==> config.mk <==
export PLATFORM = sky130hd
export DESIGN_NAME = mem_dram_timing
export DESIGN_NICKNAME = d
export VERILOG_FILES = /design/src/rtl/mem_dram_timing.sv
export SDC_FILE = /design/constraint.sdc
export NUM_CORES = 1
export LEC_CHECK = 0
export ABC_AREA = 1
export BUFFER_PORTS_ARGS = -buffer_cell sky130_fd_sc_hd__buf_2
export CAP_MARGIN = 20
export CORE_MARGIN = 2
export CORE_UTILIZATION = 45
export DETAILED_ROUTE_END_ITERATION = 10
export SLEW_MARGIN = 20
export SYNTH_ARGS = -nofsm -noshare
export SYNTH_HDL_FRONTEND = slang
export SYNTH_SLANG_ARGS = --single-unit
export TNS_END_PERCENT = 100
==> constraint.sdc <==
create_clock -name sysclk -period 3.76 [get_ports sysclk]
set_input_delay 0.752 -clock sysclk [delete_from_list [all_inputs] [get_ports sysclk]]
set_output_delay 0.752 -clock sysclk [all_outputs]
set_load 0.01 [all_outputs]
==> src/rtl/mem_dram_timing.sv <==
// DRAM timing controller: single-word req/ack access to row/column address, bank selects, RAS/CAS, plus CBR refresh.
// All outputs registered from the next state; ack lands in the last CAS cycle; req is ignored (held off) while busy.
module mem_dram_timing #(
  parameter int T_RCD        = 2,
  parameter int T_CAS        = 3,
  parameter int T_RP         = 3,
  parameter int REF_INTERVAL = 780
) (
  input  logic        sysclk,
  input  logic        sys_rst,
  input  logic        req,
  input  logic        we,
  input  logic [21:0] addr,
  output logic        ack,
  output logic        err,
  output logic        rd_strobe,
  output logic        busy,
  output logic [9:0]  AA_9_0,
  output logic        BANK0,
  output logic        BANK1,
  output logic        BANK2,
  output logic        RAS,
  output logic        CAS,
  output logic        MWRITE50_n,
  output logic        ref_miss
);

  typedef enum logic [2:0] {IDLE, ROW, COL, PRE, REF_CAS, REF_RAS} state_t;

  state_t      state_q, state_d;
  logic [15:0] cnt_q, cnt_d;
  logic [15:0] ref_cnt_q, ref_cnt_d;
  logic        ref_pending_q, ref_pending_d;
  logic        ref_miss_q, ref_miss_d;
  logic [1:0]  bank_q, bank_d;
  logic [9:0]  row_q, row_d;
  logic [9:0]  col_q, col_d;
  logic        we_q, we_d;
  logic [9:0]  aa_q, aa_d;
  logic [2:0]  bank_sel_q, bank_sel_d;
  logic        ras_q, ras_d;
  logic        cas_q, cas_d;
  logic        mwn_q, mwn_d;
  logic        ack_q, ack_d;
  logic        err_q, err_d;
  logic        rd_q, rd_d;
  logic        busy_q, busy_d;
  logic        enter_ref;
  logic        bad_bank;
  logic        expire;

  always_comb begin
    state_d   = state_q;
    cnt_d     = cnt_q;
    bank_d    = bank_q;
    row_d     = row_q;
    col_d     = col_q;
    we_d      = we_q;
    enter_ref = 1'b0;
    bad_bank  = 1'b0;
    case (state_q)
      IDLE: begin
        if (ref_pending_q) begin
          state_d   = REF_CAS;
          cnt_d     = 16'd0;
          enter_ref = 1'b1;
        end else if (req) begin
          bank_d = addr[21:20];
          row_d  = addr[19:10];
          col_d  = addr[9:0];
          we_d   = we;
          if (addr[21:20] == 2'd3) begin
            state_d  = PRE;
            cnt_d    = 16'(T_RP - 1);
            bad_bank = 1'b1;
          end else begin
            state_d = ROW;
            cnt_d   = 16'(T_RCD - 1);
          end
        end
      end
      ROW: begin
        if (cnt_q == 16'd0) begin
          state_d = COL;
          cnt_d   = 16'(T_CAS - 1);
        end else cnt_d = cnt_q - 16'd1;
      end
      COL: begin
        if (cnt_q == 16'd0) begin
          state_d = PRE;
          cnt_d   = 16'(T_RP - 1);
        end else cnt_d = cnt_q - 16'd1;
      end
      PRE: begin
        if (cnt_q == 16'd0) state_d = IDLE;
        else cnt_d = cnt_q - 16'd1;
      end
      REF_CAS: begin
        state_d = REF_RAS;
        cnt_d   = 16'(T_RCD + T_CAS - 1);
      end
      REF_RAS: begin
        if (cnt_q == 16'd0) begin
          state_d = PRE;
          cnt_d   = 16'(T_RP - 1);
        end else cnt_d = cnt_q - 16'd1;
      end
      default: state_d = IDLE;
    endcase

    // A new expiry wins over the clear on REF_CAS entry; only an unserviced one counts as a miss.
    expire        = (ref_cnt_q == 16'd0);
    ref_cnt_d     = expire ? 16'(REF_INTERVAL - 1) : ref_cnt_q - 16'd1;
    ref_pending_d = expire | (ref_pending_q & ~enter_ref);
    ref_miss_d    = ref_miss_q | (expire & ref_pending_q & ~enter_ref);

    aa_d       = 10'd0;
    bank_sel_d = 3'b000;
    ras_d      = 1'b0;
    cas_d      = 1'b0;
    mwn_d      = 1'b1;
    case (state_d)
      ROW: begin
        aa_d       = row_d;
        bank_sel_d = 3'b001 << bank_d;
        ras_d      = 1'b1;
      end
      COL: begin
        aa_d       = col_d;
        bank_sel_d = 3'b001 << bank_d;
        ras_d      = 1'b1;
        cas_d      = 1'b1;
        mwn_d      = ~we_d;
      end
      REF_CAS: begin
        bank_sel_d = 3'b111;
        cas_d      = 1'b1;
      end
      REF_RAS: begin
        bank_sel_d = 3'b111;
        ras_d      = 1'b1;
        cas_d      = 1'b1;
      end
      default: ;
    endcase
    ack_d  = bad_bank | (state_d == COL && cnt_d == 16'd0);
    rd_d   = (state_d == COL && cnt_d == 16'd0) & ~we_d;
    err_d  = bad_bank;
    busy_d = (state_d != IDLE);
  end

  always_ff @(posedge sysclk) begin
    if (sys_rst) begin
      state_q       <= IDLE;
      cnt_q         <= 16'd0;
      ref_cnt_q     <= 16'(REF_INTERVAL - 1);
      ref_pending_q <= 1'b0;
      ref_miss_q    <= 1'b0;
      bank_q        <= 2'd0;
      row_q         <= 10'd0;
      col_q         <= 10'd0;
      we_q          <= 1'b0;
      aa_q          <= 10'd0;
      bank_sel_q    <= 3'b000;
      ras_q         <= 1'b0;
      cas_q         <= 1'b0;
      mwn_q         <= 1'b1;
      ack_q         <= 1'b0;
      err_q         <= 1'b0;
      rd_q          <= 1'b0;
      busy_q        <= 1'b0;
    end else begin
      state_q       <= state_d;
      cnt_q         <= cnt_d;
      ref_cnt_q     <= ref_cnt_d;
      ref_pending_q <= ref_pending_d;
      ref_miss_q    <= ref_miss_d;
      bank_q        <= bank_d;
      row_q         <= row_d;
      col_q         <= col_d;
      we_q          <= we_d;
      aa_q          <= aa_d;
      bank_sel_q    <= bank_sel_d;
      ras_q         <= ras_d;
      cas_q         <= cas_d;
      mwn_q         <= mwn_d;
      ack_q         <= ack_d;
      err_q         <= err_d;
      rd_q          <= rd_d;
      busy_q        <= busy_d;
    end
  end

  assign ack        = ack_q;
  assign err        = err_q;
  assign rd_strobe  = rd_q;
  assign busy       = busy_q;
  assign AA_9_0     = aa_q;
  assign BANK0      = bank_sel_q[0];
  assign BANK1      = bank_sel_q[1];
  assign BANK2      = bank_sel_q[2];
  assign RAS        = ras_q;
  assign CAS        = cas_q;
  assign MWRITE50_n = mwn_q;
  assign ref_miss   = ref_miss_q;

endmodule

# Yosys cells after proc, flatten, opt, wreduce, memory -nomap -nowiden
# Index checks and enable logic that the tools add are counted.
[classes]
reduce_logical = 14
n_bitwise = 10
add_sub_neg = 2
muxes = 35
n_eq_ne = 10
shifts = 1
[ops]
columns = ["cell", "n"]
rows = [
  ["$mux W16", 4],
  ["$pmux W16 S4", 1],
  ["$mux W10", 6],
  ["$logic_not A16 Y1", 3],
  ["$sub A16 B1 Y16 const B", 2],
  ["$pmux W10 S2", 1],
  ["$mux W3", 5],
  ["$pmux W3 S5", 1],
  ["$eq A3 B3 Y1 const B", 4],
  ["$mux W1", 11],
  ["$mux W2", 5],
  ["$reduce_or A2 Y1", 5],
  ["$eq A3 B2 Y1 const B", 3],
  ["$reduce_or A3 Y1", 3],
  ["$eq A3 B1 Y1 const B", 2],
  ["$pmux W3 S2", 1],
  ["$and A1 B1 Y1", 4],
  ["$logic_not A3 Y1", 1],
  ["$not A1 Y1", 3],
  ["$or A1 B1 Y1", 3],
  ["$reduce_bool A3 Y1", 1],
  ["$shl A1 B2 Y3 const A", 1],
  ["$eq A2 B2 Y1 const B", 1],
  ["$logic_and A1 B1 Y1", 1],
]
[totals]
elab_cells = 90
output_inout_bits = 21
reg_bits = 80
in_bits = 26

# Depth between registers and ports, before layout
[logic_depth]
word_depth = 8
depth_mapped = 15
ltp_nobuf = 15

# Worst setup path after synthesis
# Ideal clock, no wire load.
[synth_path]
path_kind = "register to register"
from = "register cnt_q[0]"
to = "register rd_q (netlist: rd_strobe)"
slack_ns = 1.652
stages_incl_launch_ff = 16
arrival_time_ns = 2.045
synth_period_minus_slack_ns = 2.108
cell_sequence = "dfxtp_1 > inv_1 > ha_1 > nand3_1 > nor2_4 > nand2_4 > buf_6 > ha_1 > inv_1 > nand2_1 > nand3_1 > nor2_1 > nand3_1 > nor3_2 > nand3_1 > nor2_2"
[synth_via]
elab_chain_len = 6
[synth_rtl]
columns = ["item", "line", "source"]
rows = [
  ["from (decl)", "31", "logic [15:0] cnt_q, cnt_d;"],
  ["from (signal assigned)", "174", "cnt_q <= cnt_d;"],
  ["$sub A16 B1 Y16 (tied with other cells)", "-", ""],
  ["$mux W16 (tied with other cells)", "83, 89, 103", ""],
  ["$pmux W16 S4 or $pmux W3 S5 (tied branches)", "61", "case (state_q)"],
  ["$logic_not A16 Y1 or $eq A3 B2 Y1 (tied branches)", "147", "rd_d = (state_d == COL && cnt_d == 16'd0) & ~we_d;"],
  ["$logic_and A1 B1 Y1 *", "147", ""],
  ["$and A1 B1 Y1 *", "147", ""],
  ["to (signal assigned)", "189", "rd_q <= rd_d;"],
  ["to (decl)", "46", "logic rd_q, rd_d;"],
]
# Every way passes the cells marked *; elsewhere a longest branch is shown, timed or not.
# A chain may end at the register's enable or synchronous reset.

# Final worst setup path
# Ends and elaborated chain as after synthesis.

==> summary.md <==
| Metric | Value |
|---|---|
| Worst VDD drop | 0.328 mV |
| Number of antenna violations at the first check in global routing | 0 |
| Pleak | 0.00210 uW |
| Critical path required time | 4.05 ns |
| Ys async rst share | 0% |
| Register area | 1600 sq um |
| CTS tree | done |
| Hpwl dp | 6530 microns |
| Critical setup path kind | reg2reg |
| Via density | 4.99 |
| IO Port Bufs | 46 |
| Vias in the first global route | 3,147 |
| MaxCap Viol Count | 0 |
| Post-Syn Nets | 533 |
| Routed wire length per instance | 13.2 microns |
| Stages on worst setup path | 14 |
| Buf/Inv on CP | 2 |
| Total Die Area | 9240 sq um |
| Skew final | 0.0115 ns |
| Crit share post-route | 59.7% |
| CTS Hold Buffers Added | 0 |
| Hold Worst Slack | 0.403 ns |
| Pin count of the biggest net entering global routing | 35 |
| DP Area | 4130 sq um |
| Post-Syn Area | 3820 sq um |
| Root buffer cell | clkbuf_8 |
| Max stage delay cell, worst path | ha_1 |
| Crit-path max cell delay | 0.32 ns |
| Synth Flop Type | dfxtp_1 |
| Sequential share of the synthesized area | 41.9% |
| Cell mode on critical path | nand3_1 |
| Crit end category | flip-flop |
| Initial Util | 46.5% |
| Iter 0 DRT Violations | 173 |
| Tot GR Track Use | 20.3% |
| DIE HEIGHT | 96.2 microns |
| FF-to-FF path depth | 14 |
| CP Launch Type | flip-flop |
| Most common library cell in the layout ignoring fill and taps | nand2_1 |
| Clk Latency, worst-skew pair | 0.34 ns |
| #FFs+latches synth | 80 |
| Num CTS Buffers | 9 |
| DRC Markers | 0 |
| Grt total ovfl | 0 |
| Yosys top cell by area | dfxtp_1 |
| Reg clk slew, reported paths | 0.09 ns |
| Worst Path Max Fanout | 17 |
| Number of synthesized flops with an enable pin | 0 |
| Vias | 3,298 |
| Most frequent cells in the layout | nand2_1 (98), nor2_1 (86), dfxtp_1 (80), buf_2 (46), inv_1 (43) |
| Die X | 96.2 microns |
| Count of cell types in the netlist | 39 |
| Post-CTS Setup Repair Bufs | 0 |
| Pre-antenna DRT Iters | 4 |
| Finished Cell Area | 4360 sq um |
| Resize count post-CTS | 0 |
| Top cell type's share of synthesized area | 41.9% |
| Crit-path leading delay family | simple AND/OR/NAND/NOR gates |
| Unrepaired setup endpoints after global routing | false |
| Total number of yosys warnings | 0 |
| Fmax | 446 MHz |
| Crit-path cells | inv_1 -> ha_1 -> nand3_1 -> nor2_4 -> nand2_4 -> ha_1 -> inv_1 -> nand2_1 -> nand3_1 -> nor2_1 -> nand3_1 -> nor3_2 -> nand3_1 -> nor2_2 |
| Layout Area Growth over Synthesis | 14.2% |
| I/O Pins | 47 |
| Antenna fix cells | 0 |
| # fillers | 801 |
| Hold Crit Depth | 1 |
| HP Class | reg2reg |
| Setup TNS | 0 ns |
| Avg Inst Size Synth | 7.60 sq um |
| Post-Synthesis Cells | 503 |
| Core ar. | 8220 sq um |
| Tmin final | 2.24 ns |
| Status | complete, no violations |
| H-tree levels | 3 |
| Placer Congestion | 0.913 |
| Slew Limit Fails | 0 |
| Final Net Count | 581 |
| CTS Sinks | 80 |
| Worst-Margin Slew | 0.531 ns |
| Total power | 4260 uW |
| Clk buf depth | 2 |
| Multi-input combinational cell area | 1950 sq um |
| Drt total wl | 8720 microns |
| Largest cells by area after synthesis | dfxtp_1 (42%), nand2_1 (9.6%), nor2_1 (8.4%) |
| Final core occ | 53.1% |
| Final hold violation count | 0 |
| Rel. slew slack | 64.6% |
| FP Rows | 33 |
| Layout cell share with drive strength beyond 1 | 20.5% |
| Power Dens Cells | 975 nW/um^2 |
| Worst EP arrival | 2.54 ns |
| Antenna Nets Post-Route | 0 |
| First-pass GRT wire length | 14,500 microns |
| Final Setup Violations | 0 |
[flip-flops by register name, summed over array words and instances, names as in the netlist, 2 cells and up]
register,cells
AA_9_0,10
bank_q,2
bank_sel_q,3
cnt_q,16
col_q,10
ref_cnt_q,16
row_q,10
state_q,3
[through the flow]
| stage | setup slack [ns] | cells |
|---|---|---|
| floorplan | 1.65 | 503 |
| global placement | 1.36 | 645 |
| detailed placement | 1.31 | 645 |
| CTS | 1.51 | 661 |
| global route | 1.31 | 661 |
| finish | 1.52 | 661 |
[cell type report]
type                            instances  share of cell area (%)
Tap cell                              105                    3.01
Clock buffer                            9                    2.84
Clock inverter                          7                    2.55
Multi-Input combinational cell        357                    44.6
Inverter                               56                    4.82
Timing Repair Buffer                   47                    5.45
Sequential cell                        80                    36.7
[report_power, final]
part           switching [uW]  leakage [uW]  total (uW)  internal [uW]
logic                    1600       0.00133        2370            774
clock network             346      0.000118         734            388
registers                 117      0.000653        1150           1030
[routing by layer]
layer	GRT usage [%]	up-vias	part of all wire, %
met4	8.69	0	2.0
met3	3.05	9	5.2
met5	0	-	0
met2	32.9	84	46
li1	-	1732	-
met1	26.7	1473	46
[final timing paths]
check	start	endpoint	slack (ns)
max	cnt_q[0]	rd_strobe	1.52
min	ref_cnt_q[0]	ref_cnt_q[0]	0.40
max reg2reg	cnt_q[0]	rd_strobe	1.52
min reg2reg	ref_cnt_q[0]	ref_cnt_q[0]	0.40
[synth_stat cells, types with 4 or more instances]
| master | instances |
|---|---|
| nand2_1 | 98 |
| nor2_1 | 86 |
| dfxtp_1 | 80 |
| inv_1 | 43 |
| nand3_1 | 37 |
| mux2i_1 | 21 |
| a21oi_1 | 18 |
| inv_2 | 13 |
| o21ai_0 | 13 |
| a22o_1 | 10 |
| nand4_1 | 10 |
| nor2_4 | 8 |
| nor2_2 | 7 |
| or2_2 | 6 |
| clkbuf_1 | 5 |
| nand2_2 | 5 |
| nand2_4 | 5 |
| ha_1 | 4 |
| nand3b_1 | 4 |
| nor3_1 | 4 |
[worst register-to-register path: stages, from the launching register on]
cell	delay, ns
dfxtp_1	0.31
inv_1	0.14
ha_1	0.20
nand3_1	0.12
nor2_4	0.16
nand2_4	0.16
ha_1	0.32
inv_1	0.03
nand2_1	0.06
nand3_1	0.07
nor2_1	0.14
nand3_1	0.11
nor3_2	0.17
nand3_1	0.12
nor2_2	0.08
[kinds of logic (layout without fill, tap and decap cells)]
| logic type | after synthesis | count (layout) | share of synthesized area, % |
|---|---|---|---|
| simple gates | 278 | 278 | 35.3 |
| flops | 80 | 80 | 41.9 |
| buf+inv | 66 | 119 | 7.11 |
| compound gates | 51 | 51 | 8.22 |
| mux | 21 | 21 | 5.50 |
| fa+ha+maj | 4 | 4 | 1.31 |
| xor+xnor | 3 | 3 | 0.688 |
Note: power is estimated with default switching activity, not from simulation.
